--- src/rtl/cfg_chain_ctrl.sv ---
// ---------------------------------------------------------------------------
// cfg_chain_ctrl
// Byte-command controller that loads the configuration shift chain from the
// host UART link, answers STATUS queries and issues single-cycle user-clock
// step pulses.
//
// Commands (accepted in IDLE only):
//   0x01 LOAD   : NBYTES payload bytes follow, each shifted LSB first
//   0x02 STATUS : reply {OVR, TMO, load_count[5:0]}, then clear OVR/TMO
//   0x03 STEP   : one-cycle USER_STEP pulse, no reply
//   other       : reply 0xEE
//
// Ports:
//   CLK, RST_N            clock, asynchronous active-low reset
//   IN_VALID, IN_DATA     received UART byte strobe and data
//   UART_READY            transmitter can accept a byte
//   OUT_VALID, OUT_DATA   reply byte strobe and data (data holds)
//   SHIFT_HEAD/TAIL       serial data into / out of the chain
//   SHIFT_ENABLE          chain shift enable
//   USER_STEP             one-cycle user clock step
//   BUSY                  controller not in IDLE
//
// Build option: define CFG_CHAIN_READBACK_EN to reply with the 8 bits shifted
// out of the tail after every payload byte instead of one final 0xAC.
// ---------------------------------------------------------------------------
module cfg_chain_ctrl #(
  parameter int CHAIN_LEN = 40,
  parameter int TIMEOUT   = 1000000
) (
  input  logic       CLK,
  input  logic       RST_N,
  input  logic       IN_VALID,
  input  logic [7:0] IN_DATA,
  input  logic       UART_READY,
  output logic       OUT_VALID,
  output logic [7:0] OUT_DATA,
  output logic       SHIFT_HEAD,
  input  logic       SHIFT_TAIL,
  output logic       SHIFT_ENABLE,
  output logic       USER_STEP,
  output logic       BUSY
);

  localparam int NBYTES = (CHAIN_LEN + 7) / 8;
  localparam int BCW    = $clog2(NBYTES + 1);
  localparam int TW     = $clog2(TIMEOUT + 1);
  localparam logic [BCW-1:0] LAST_BYTE = BCW'(NBYTES - 1);
  localparam logic [TW-1:0]  TMO_LAST  = TW'(TIMEOUT - 1);
  localparam logic [TW-1:0]  TMO_MAX   = TW'(TIMEOUT);

  typedef enum logic [1:0] {
    ST_IDLE      = 2'd0,
    ST_LOAD_WAIT = 2'd1,
    ST_SHIFT     = 2'd2,
    ST_REPLY     = 2'd3
  } state_t;

  state_t         state_r, state_nxt_s;
  logic [BCW-1:0] byte_cnt_r;
  logic [2:0]     bit_cnt_r;
  logic [TW-1:0]  tmo_cnt_r;
  logic [5:0]     load_cnt_r;
  logic           ovr_r, tmo_r;
  logic [7:0]     data_r;
  logic [7:0]     reply_data_r;
  logic           sel_status_r;   // reply is the live status byte
  logic           ret_idle_r;     // REPLY returns to IDLE (else LOAD_WAIT)
  logic           tmo_hit_s, last_byte_s, bit_last_s, tx_s;

  logic           out_valid_nxt_s, shift_head_nxt_s, shift_enable_nxt_s;
  logic           user_step_nxt_s, busy_nxt_s;
  logic [7:0]     out_data_nxt_s;

`ifdef CFG_CHAIN_READBACK_EN
  logic [7:0]     readback_r;
`else
  logic           unused_tail_s;
  assign unused_tail_s = SHIFT_TAIL;
`endif

  assign tmo_hit_s   = (state_r == ST_LOAD_WAIT) && (tmo_cnt_r == TMO_LAST);
  assign last_byte_s = (byte_cnt_r == LAST_BYTE);
  assign bit_last_s  = (bit_cnt_r == 3'd7);
  assign tx_s        = (state_r == ST_REPLY) && UART_READY;

  // State register.
  always_ff @(posedge CLK or negedge RST_N) begin
    if (!RST_N) begin
      state_r <= ST_IDLE;
    end else begin
      state_r <= state_nxt_s;
    end
  end

  // Next-state decode; a timeout terminal count wins over a same-cycle byte.
  always_comb begin
    state_nxt_s = state_r;
    case (state_r)
      ST_IDLE: begin
        if (IN_VALID) begin
          case (IN_DATA)
            8'h01:   state_nxt_s = ST_LOAD_WAIT;
            8'h03:   state_nxt_s = ST_IDLE;
            default: state_nxt_s = ST_REPLY;
          endcase
        end else begin
          state_nxt_s = ST_IDLE;
        end
      end
      ST_LOAD_WAIT: begin
        if (tmo_hit_s) begin
          state_nxt_s = ST_REPLY;
        end else if (IN_VALID) begin
          state_nxt_s = ST_SHIFT;
        end else begin
          state_nxt_s = ST_LOAD_WAIT;
        end
      end
      ST_SHIFT: begin
        if (bit_last_s) begin
`ifdef CFG_CHAIN_READBACK_EN
          state_nxt_s = ST_REPLY;
`else
          state_nxt_s = last_byte_s ? ST_REPLY : ST_LOAD_WAIT;
`endif
        end else begin
          state_nxt_s = ST_SHIFT;
        end
      end
      ST_REPLY: begin
        if (UART_READY) begin
          state_nxt_s = ret_idle_r ? ST_IDLE : ST_LOAD_WAIT;
        end else begin
          state_nxt_s = ST_REPLY;
        end
      end
      default: state_nxt_s = ST_IDLE;
    endcase
  end

  // Datapath: counters, latched byte, reply selection and sticky flags.
  always_ff @(posedge CLK or negedge RST_N) begin
    if (!RST_N) begin
      byte_cnt_r   <= '0;
      bit_cnt_r    <= 3'd0;
      tmo_cnt_r    <= '0;
      load_cnt_r   <= 6'd0;
      ovr_r        <= 1'b0;
      tmo_r        <= 1'b0;
      data_r       <= 8'h00;
      reply_data_r <= 8'h00;
      sel_status_r <= 1'b0;
      ret_idle_r   <= 1'b0;
`ifdef CFG_CHAIN_READBACK_EN
      readback_r   <= 8'h00;
`endif
    end else begin
      case (state_r)
        ST_IDLE: begin
          if (IN_VALID) begin
            case (IN_DATA)
              8'h01: begin
                byte_cnt_r <= '0;
                tmo_cnt_r  <= '0;
              end
              8'h02: begin
                sel_status_r <= 1'b1;
                ret_idle_r   <= 1'b1;
              end
              8'h03: begin
                ret_idle_r <= ret_idle_r;
              end
              default: begin
                reply_data_r <= 8'hEE;
                sel_status_r <= 1'b0;
                ret_idle_r   <= 1'b1;
              end
            endcase
          end
        end
        ST_LOAD_WAIT: begin
          if (tmo_hit_s) begin
            tmo_r        <= 1'b1;
            reply_data_r <= 8'hE1;
            sel_status_r <= 1'b0;
            ret_idle_r   <= 1'b1;
          end else if (IN_VALID) begin
            data_r    <= IN_DATA;
            tmo_cnt_r <= '0;
            bit_cnt_r <= 3'd0;
          end else if (tmo_cnt_r != TMO_MAX) begin
            tmo_cnt_r <= tmo_cnt_r + TW'(1);
          end
        end
        ST_SHIFT: begin
          bit_cnt_r <= bit_cnt_r + 3'd1;
          if (IN_VALID) begin
            ovr_r <= 1'b1;
          end
`ifdef CFG_CHAIN_READBACK_EN
          readback_r[bit_cnt_r] <= SHIFT_TAIL;
`endif
          if (bit_last_s) begin
            byte_cnt_r   <= byte_cnt_r + BCW'(1);
            sel_status_r <= 1'b0;
            ret_idle_r   <= last_byte_s;
            if (last_byte_s) begin
              load_cnt_r <= load_cnt_r + 6'd1;
            end
`ifdef CFG_CHAIN_READBACK_EN
            reply_data_r <= {SHIFT_TAIL, readback_r[6:0]};
`else
            reply_data_r <= 8'hAC;
`endif
          end
        end
        ST_REPLY: begin
          // A byte dropped in the transmit cycle still leaves OVR set.
          if (IN_VALID) begin
            ovr_r <= 1'b1;
          end else if (UART_READY && sel_status_r) begin
            ovr_r <= 1'b0;
          end
          if (UART_READY && sel_status_r) begin
            tmo_r <= 1'b0;
          end
        end
        default: begin
          bit_cnt_r <= 3'd0;
        end
      endcase
    end
  end

  // Output decode: next-cycle values of the registered outputs.
  always_comb begin
    out_valid_nxt_s    = tx_s;
    out_data_nxt_s     = OUT_DATA;
    shift_enable_nxt_s = (state_nxt_s == ST_SHIFT);
    shift_head_nxt_s   = 1'b0;
    user_step_nxt_s    = (state_r == ST_IDLE) && IN_VALID && (IN_DATA == 8'h03);
    busy_nxt_s         = (state_nxt_s != ST_IDLE);
    if (tx_s) begin
      out_data_nxt_s = sel_status_r ? {ovr_r, tmo_r, load_cnt_r} : reply_data_r;
    end else begin
      out_data_nxt_s = OUT_DATA;
    end
    // Bit 0 comes straight from the byte being latched; later bits from data_r.
    if (state_nxt_s == ST_SHIFT) begin
      shift_head_nxt_s = (state_r == ST_SHIFT) ? data_r[bit_cnt_r + 3'd1] : IN_DATA[0];
    end else begin
      shift_head_nxt_s = 1'b0;
    end
  end

  // Output registers.
  always_ff @(posedge CLK or negedge RST_N) begin
    if (!RST_N) begin
      OUT_VALID    <= 1'b0;
      OUT_DATA     <= 8'h00;
      SHIFT_HEAD   <= 1'b0;
      SHIFT_ENABLE <= 1'b0;
      USER_STEP    <= 1'b0;
      BUSY         <= 1'b0;
    end else begin
      OUT_VALID    <= out_valid_nxt_s;
      OUT_DATA     <= out_data_nxt_s;
      SHIFT_HEAD   <= shift_head_nxt_s;
      SHIFT_ENABLE <= shift_enable_nxt_s;
      USER_STEP    <= user_step_nxt_s;
      BUSY         <= busy_nxt_s;
    end
  end

endmodule

--- config.mk ---
export PLATFORM = sky130hd
export DESIGN_NAME = cfg_chain_ctrl
export DESIGN_NICKNAME = d
export VERILOG_FILES = /design/src/rtl/cfg_chain_ctrl.sv
export SDC_FILE = /design/constraint.sdc
export NUM_CORES = 1
export LEC_CHECK = 0
export ABC_AREA = 1
export CAP_MARGIN = 40
export CORE_MARGIN = 2
export CORE_UTILIZATION = 45
export CTS_CLUSTER_SIZE = 12
export DETAILED_ROUTE_END_ITERATION = 16
export SKIP_LAST_GASP = 1
export SYNTH_ARGS = -nofsm -noshare
export SYNTH_HDL_FRONTEND = slang
export SYNTH_SLANG_ARGS = --single-unit
--- constraint.sdc ---
create_clock -name CLK -period 3.98 [get_ports CLK]
set_input_delay 0.995 -clock CLK [delete_from_list [all_inputs] [get_ports CLK]]
set_output_delay 0.995 -clock CLK [all_outputs]
set_load 0.005 [all_outputs]
* Word level (Yosys, flattened, before mapping) *
Index checks and enable logic that the tools add are counted.

word-level totals
  bits in registers = 67
  output and inout bits = 13
  word-level logic and storage cells = 117
  latch bits = 0
  input bits = 13
  bits in writable memories = 0
  ROM bits = 0
  memories kept = 0

cells by class
  magnitude comparators = 1
  shift operators = 0
  muxes and demuxes = 47
  eq/ne operators = 23
  bitwise operators = 1
  reduce and logical (&&, ||, !) cells = 24
  add/sub/neg operators = 4
  div/mod/pow operators = 0
  multiply operators = 0

operators by type and width
  kind                   number
  $mux 20                5
  $mux 8                 5
  $pmux 20 s2            1
  $pmux 8 s3             1
  $add 20x1->20 const B  1
  $eq 20x20->1 const B   1
  $ne 20x20->1 const B   1
  $eq 8x2->1 const B     2
  $ne 2x2->1 const B     8
  $mux 3                 5
  $reduce_and 3->1       5
  $reduce_and 5->1       3
  $mux 1                 14
  $mux 2                 6
  $pmux 3 s2             2
  $reduce_bool 2->1      6
  $eq 8x1->1 const B     1
  $pmux 2 s4             1
  $add 3x1->3 const B    2
  $add 6x1->6 const B    1
  $eq 2x2->1 const B     3
  $eq 3x3->1 const B     2
  $ne 3x2->1 const B     2
  $pmux 1 s2             3
  13 further kinds       19

* Logic depth before layout (Yosys ltp) *
Gate-level depths: netlist of run 1.

  depth in word-level cells = 6
  depth in mapped cells = 12
  gate-level depth less buffers = 11

* Worst setup path after synthesis of run 1 *
No wires, ideal clock.

  path kind = input -> register
  start point = in IN_DATA[4]
  end point = reg tmo_cnt_r[4]
  library setup time = 0.074 ns
  data arrival time = 2.032 ns
  buffers on the path = 1
  setup slack = 1.874 ns
  required time = 3.906 ns
  cell stages on the path = 10
  cells stage by stage = inv_1 -> nand2_1 -> nor3_2 -> nand2_1 -> o21ai_2 -> nand3_4 -> inv_4 -> buf_6 -> nand2_1 -> o21ai_2

on the way
  longest elaborated chain between the ends = 3

RTL lines
  item                               line  source
  from (decl)                        33    input logic [7:0] IN_DATA,
  $eq 8x1->1                         161   case (IN_DATA)
  $ne 2x1->1 (no source line)        -
  $reduce_and 5->1 (no source line)  -
  to (signal assigned)               192   tmo_cnt_r <= tmo_cnt_r + TW'(1);
  to (decl)                          61    logic [TW-1:0] tmo_cnt_r;

Every way passes these cells.
A chain may end at the register's enable or synchronous reset.

* Worst setup path after layout of run 1 *
  start point = in IN_VALID
  end point = reg tmo_cnt_r[12]

on the way
  longest elaborated chain between the ends = 3
  elaborated cells on any way between the ends = 6
  those cells by class = eq/ne: 2; mux: 3; reduce/logical: 1

RTL lines
  item         line  source
  from (decl)  32    input logic IN_VALID,
  $mux 20      187   end else if (IN_VALID) begin
  $mux 20      182   if (tmo_hit_s) begin
  $pmux 20 s2  158   case (state_r)

Parallel ways exist; a longest one is shown, timed or not. The select of a mux whose other input is x is not followed.

==> flow_summary.yaml, run 1 <==
setup_path:
  crit_chain: "clkdlybuf4s50_1, nor2_1, inv_2, nor2_1, nand4_1, nand3_4, inv_4, nand2_1, o21ai_2"
  critPathLaunchType: "input pin"
  cp_common_cell: "nor2_1"
  max_stage_delay_ps: 700
  crit_type: "input pin to flop"
  cp_max_fo: 28
  arrival_ps: 2990
  cp.required_ps: 4200
  crit_slowest_cell: "clkdlybuf4s50_1"
  cp-end-kind: "flop"
cts:
  cts_setup_buffers: 0
  root_buffer: "clkbuf_8"
  cts_tree: "yes"
  cts_buffers: 9
  clkLatencyLatePin_ps: 340
  htree_levels: 3
  cts.sinks: 64
  clkTransAtPathRegs_ps: 80
  cts_resized: 0
  cts.hold.buffers_added: 0
  clockBufferDepth: 2
synth:
  async_flop_share: 1.00
  synth_seq_cells: 64
  syn_inst: 463
  avgSynthCellArea_um2: 7.90
  synth_ff_type: "dfrtp_1"
  ys_seq_area_frac: 0.438
  synth_nets: 489
  ys.warnings.count: 0
  synth.distinct_cells: 37
  netlist_area_mm2: 0.00366
  synth_edf_count: 0
sta:
  slew_headroom: 0.631
  hold_viol: 0
  tns_ps: 0
  setup_slack_ps: 1210
  clock_skew_ps: 7.89
  setup-violations-final: 0
  fin_crit_sh: 0.696
  rsz0062_at_grt: "false"
  drv_slew: 0
  finalCriticalPeriod_ps: 2770
  worstMarginPinSlew_ps: 552
  fmax_mhz: 361
placement:
  placed_cell_area_mm2: 0.00397
  gp_congestion: 0.891
  dp.final_hpwl_mm: 5.81
  numPortBuffers: 24
  dpl_worst_slack_ps: 862
die:
  dieArea_mm2: 0.00886
  core_area_mm2: 0.00781
  rows: 32
  die_width_um: 94.2
  io_pins: 26
  start_util: 0.468
  fp.dieH_um: 94.2
global_routing:
  antenna_found_initial: 0
  grt_pass1_vias: 2874
  grt_max_degree: 43
  gr-total-overflow: 0
  grt_pass1_wl_mm: 14.0
  grt.total_usage: 0.202
detailed_routing:
  first_iter_violations: 187
  ant_nets: 0
  via_per_inst: 5.09
  vias: 3038
  firstDrtPassIters: 4
  wl_per_cell_um: 13.3
  drt-total-wl_mm: 7.95
  drc: 0
hold_path:
  hold_class: "flop to flop"
cells_and_area:
  area_growth_pct: 15.4
  nets: 516
  final_cell_area_mm2: 0.00422
  layout-drive-gt1-share: 0.0990
  antenna_cells: 0
run_status:
  status: "complete, no violations"
job:
  maxCapViolations: 0
power_and_ir_drop:
  power.density_mw_per_mm2: 599
  ir_drop_uv: 263
  leakage_nw: 1.92
-- critical path, delay by kind of cell --
kind | cells | cell delay (ps)
AO/OA/AOI/OAI | 1 | 50
AND/OR/NAND/NOR | 5 | 1010
buffers and inverters | 3 | 920
-- final cells by class --
cell class	instances	area (um2)
Fill cell	778	3590
Multi-Input combinational cell	333	1780
Sequential cell	64	1600
Timing Repair Buffer	26	250
Inverter	56	213
Clock buffer	10	138
Tap cell	102	128
Clock inverter	6	115
-- metrics by stage --
stage	total power [W]	util	hold slack [ps]	std cells
floorplan	0.00158	-	435	463
global placement	0.00183	0.508	450	581
detailed placement	0.00185	0.508	453	581
CTS	0.00256	0.541	470	597
global route	0.00275	0.541	484	597
finish	0.00253	0.541	470	597
-- path summary, 6_finish.rpt --
path                                    start             to  slack (ps)  cells past startpoint
worst max register to register   tmo_cnt_r[0]  tmo_cnt_r[12]        1810                      8
worst max-delay path                 IN_VALID  tmo_cnt_r[12]        1210                      9
min in group asynchronous               RST_N  tmo_cnt_r[13]         640                      1
worst min-delay path            load_cnt_r[4]  load_cnt_r[4]         470                      1
max in group asynchronous               RST_N     state_r[1]        2410                      2
worst min register to register  load_cnt_r[4]  load_cnt_r[4]         470                      1
-- Yosys cell counts (8+ instances only) --
cell | instances | share of area
ha_1 | 13 | 0.044
nand2_1 | 121 | 0.12
nand3_1 | 21 | 0.029
o21ai_0 | 25 | 0.034
nand4_1 | 23 | 0.039
nor3_1 | 14 | 0.019
a21oi_1 | 8 | 0.011
inv_1 | 52 | 0.053
dfrtp_1 | 64 | 0.44
xor2_1 | 12 | 0.029
o21ai_2 | 8 | 0.019
nor2_1 | 50 | 0.051
-- report_power, final --
| part | leakage, nW | total (W) | switching [W] | internal [W] |
|---|---|---|---|---|
| Sequential | 0.828 | 0.000961 | 0.000129 | 0.000832 |
| Clock | 0.123 | 0.000698 | 0.000262 | 0.000436 |
| Combinational | 0.972 | 0.000868 | 0.000509 | 0.000359 |
-- per-layer routing --
metal | GRT usage | vias up | wire length (um) | share of wire
met5 | 0 | - | 0 | 0
met3 | 0.0353 | 9 | 311 | 0.039
met2 | 0.300 | 52 | 3490 | 0.44
li1 | - | 1572 | - | -
met4 | 0.0688 | 0 | 97 | 0.012
met1 | 0.297 | 1405 | 4060 | 0.51
-- flip-flops by register name, indices dropped and copies added, names as in the netlist --
signal        flops
BUSY              1
OUT_DATA          8
OUT_VALID         1
SHIFT_ENABLE      1
SHIFT_HEAD        1
USER_STEP         1
bit_cnt_r         3
byte_cnt_r        3
data_r            8
load_cnt_r        6
ovr_r             1
reply_data_r      5
ret_idle_r        1
sel_status_r      1
state_r           2
tmo_cnt_r        20
tmo_r             1
-- placed cells by master, fill, tap and decap left out, drive strengths merged, types with 2 or more instances in the layout --
cell type        n
o211ai           3
nand2          124
nor4             2
mux2             3
dfrtp           64
a21oi            8
clkdlybuf4s50   23
xor2            12
o21ai           37
nor2            52
nand3           25
ha              13
bufinv           3
nor3            15
o22ai            4
clkbuf          10
inv             57
or2              3
o21bai           3
nand4           24
buf              3
-- logic make-up (layout without fill, tap and decap cells) --
logic type,after synthesis,after routing,synth area share
AOI/OAI and AO/OA,58,58,0.0989
DFF,64,64,0.438
muxes,3,3,0.00924
xor gates and xnor gates,12,12,0.0287
buffers and inverters,66,98,0.0766
adders and majority gates,13,13,0.0445
and+or+nand+nor,247,247,0.304
Note: power is estimated with default switching activity, not from simulation.
==> inputs of run 2 (changes only) <==
- clock period: 3.98 -> 2.8 ns (I/O delays scaled with it)
==> flow_summary.yaml, run 2 (synthesis results as in run 1) <==
run_status:
  status: "complete, no violations"
cts:
  cts.sinks: 64
  cts_setup_buffers: 0
  cts_resized: 0
  clkLatencyLatePin_ps: 340
  root_buffer: "clkbuf_8"
  cts.hold.buffers_added: 0
  clockBufferDepth: 2
  cts_tree: "yes"
  clkTransAtPathRegs_ps: 70
  htree_levels: 3
  cts_buffers: 9
setup_path:
  cp_common_cell: "nand2_1"
  r2r_cells: 6
  r2r_start: "tmo_cnt_r[0]"
  cp_max_fo: 20
  max_stage_delay_ps: 390
  reg2reg_to: "data_r[7]"
  crit_family: "simple AND/OR/NAND/NOR gates"
  cp-end-kind: "flop"
  path_buf_inv: 3
  critPathLaunchType: "input pin"
  crit_chain: "clkdlybuf4s50_1, inv_1, nand2_1, nor3_2, nand2_1, o21ai_2, nand3_4, buf_4, nand2_1, o21ai_0"
  endpoint: "tmo_cnt_r[18]"
  cp.required_ps: 3020
  arrival_ps: 2380
  path_depth: 10
  r2r_setup_slack_ps: 680
  crit_start: "IN_DATA[4]"
  crit_type: "input pin to flop"
  crit_slowest_cell: "clkdlybuf4s50_1"
die:
  rows: 32
  dieArea_mm2: 0.00886
  io_pins: 26
  core_area_mm2: 0.00781
  fp.dieH_um: 94.2
  start_util: 0.468
  die_width_um: 94.2
global_routing:
  gr-total-overflow: 0
  grt_busiest_layer: "met1"
  grt_pass1_vias: 2857
  antenna_found_initial: 0
  met2_usage: 0.292
  grt_max_degree: 33
  use_met1: 0.295
  grt_util_met3: 0.0401
  grt_pass1_wl_mm: 13.8
  grt.total_usage: 0.201
job:
  maxCapViolations: 0
sta:
  rsz0062_at_grt: "false"
  hold_slack_ps: 338
  slew_headroom: 0.640
  tns_ps: 0
  setup-violations-final: 0
  fmax_mhz: 463
  worstMarginPinSlew_ps: 540
  drv_slew: 0
  hold_viol: 0
  finalCriticalPeriod_ps: 2160
  fin_crit_sh: 0.771
  clock_skew_ps: 8.08
placement:
  dp.final_hpwl_mm: 5.81
  numPortBuffers: 24
  gp_congestion: 0.867
power_and_ir_drop:
  power.density_mw_per_mm2: 831
  ir_drop_uv: 421
  total_power_w: 0.00352
  leakage_nw: 1.93
detailed_routing:
  first_iter_violations: 174
  vias: 3070
  drc: 0
  wl_per_cell_um: 13.2
  drt-total-wl_mm: 7.92
  ant_nets: 0
  via_per_inst: 5.11
  firstDrtPassIters: 4
cells_and_area:
  top_register: "tmo_cnt_r"
  layout_common_cells: "nand2_1, dfrtp_1, inv_1"
  nets: 520
  layout-drive-gt1-share: 0.106
  final_core_util: 0.543
  area_growth_pct: 15.9
  final_common_cell: "nand2_1"
  largestRegisters: "tmo_cnt_r: 20 flops, OUT_DATA: 8 flops, data_r: 8 flops"
  largest_reg_flops: 20
  antenna_cells: 0
hold_path:
  hold_class: "input pin to async pin"
-- run 2: worst register-to-register path, stage by stage, from the launching register on --
cell and delay [ps]:
dfrtp_1 450, ha_1 350, nand3_2 190, nor2_1 230, nand3_2 170, nand2_2 260
mux2_2 370
-- run 2: cell type report --
cell class              instances  area (um2)
inverters                      56         213
well taps                     102         128
fillers                       774        3570
flip-flops and latches         64        1600
clock buffers                  10         138
repair buffers                 30         293
clock inverters                 6        92.6
multi-input cells             333        1780
-- run 2: where the power goes --
group	switching, W	internal (W)
Combinational	0.000731	0.000523
Sequential	0.000182	0.00118
Clock	0.000377	0.000528
Total	0.00129	0.00223
-- run 2: per-layer routing --
| layer | wire length [um] | vias up |
|---|---|---|
| met2 | 3370 | 62 |
| li1 | - | 1574 |
| met5 | 0 | - |
| met4 | 93 | 0 |
| met1 | 4140 | 1427 |
| met3 | 323 | 7 |
-- run 2: worst min path at each step --
stage,from,end,depth (start not counted)
floorplan,RST_N,BUSY,0
detailed placement,reply_data_r[5],reply_data_r[5],2
global placement,reply_data_r[5],reply_data_r[5],2
CTS,RST_N,tmo_cnt_r[18],1
global route,RST_N,tmo_cnt_r[18],1
finish,RST_N,tmo_cnt_r[19],1
-- run 2: through the flow --
step / cells / cell area [um2] / setup slack (ps)
6_report: 601 / 4240 / 641
5_1_grt: 601 / 4240 / 432
4_1_cts: 601 / 4240 / 642
3_5_place_dp: 585 / 4010 / 271
3_3_place_gp: 585 / 4010 / 286
2_1_floorplan: 463 / 3660 / 989
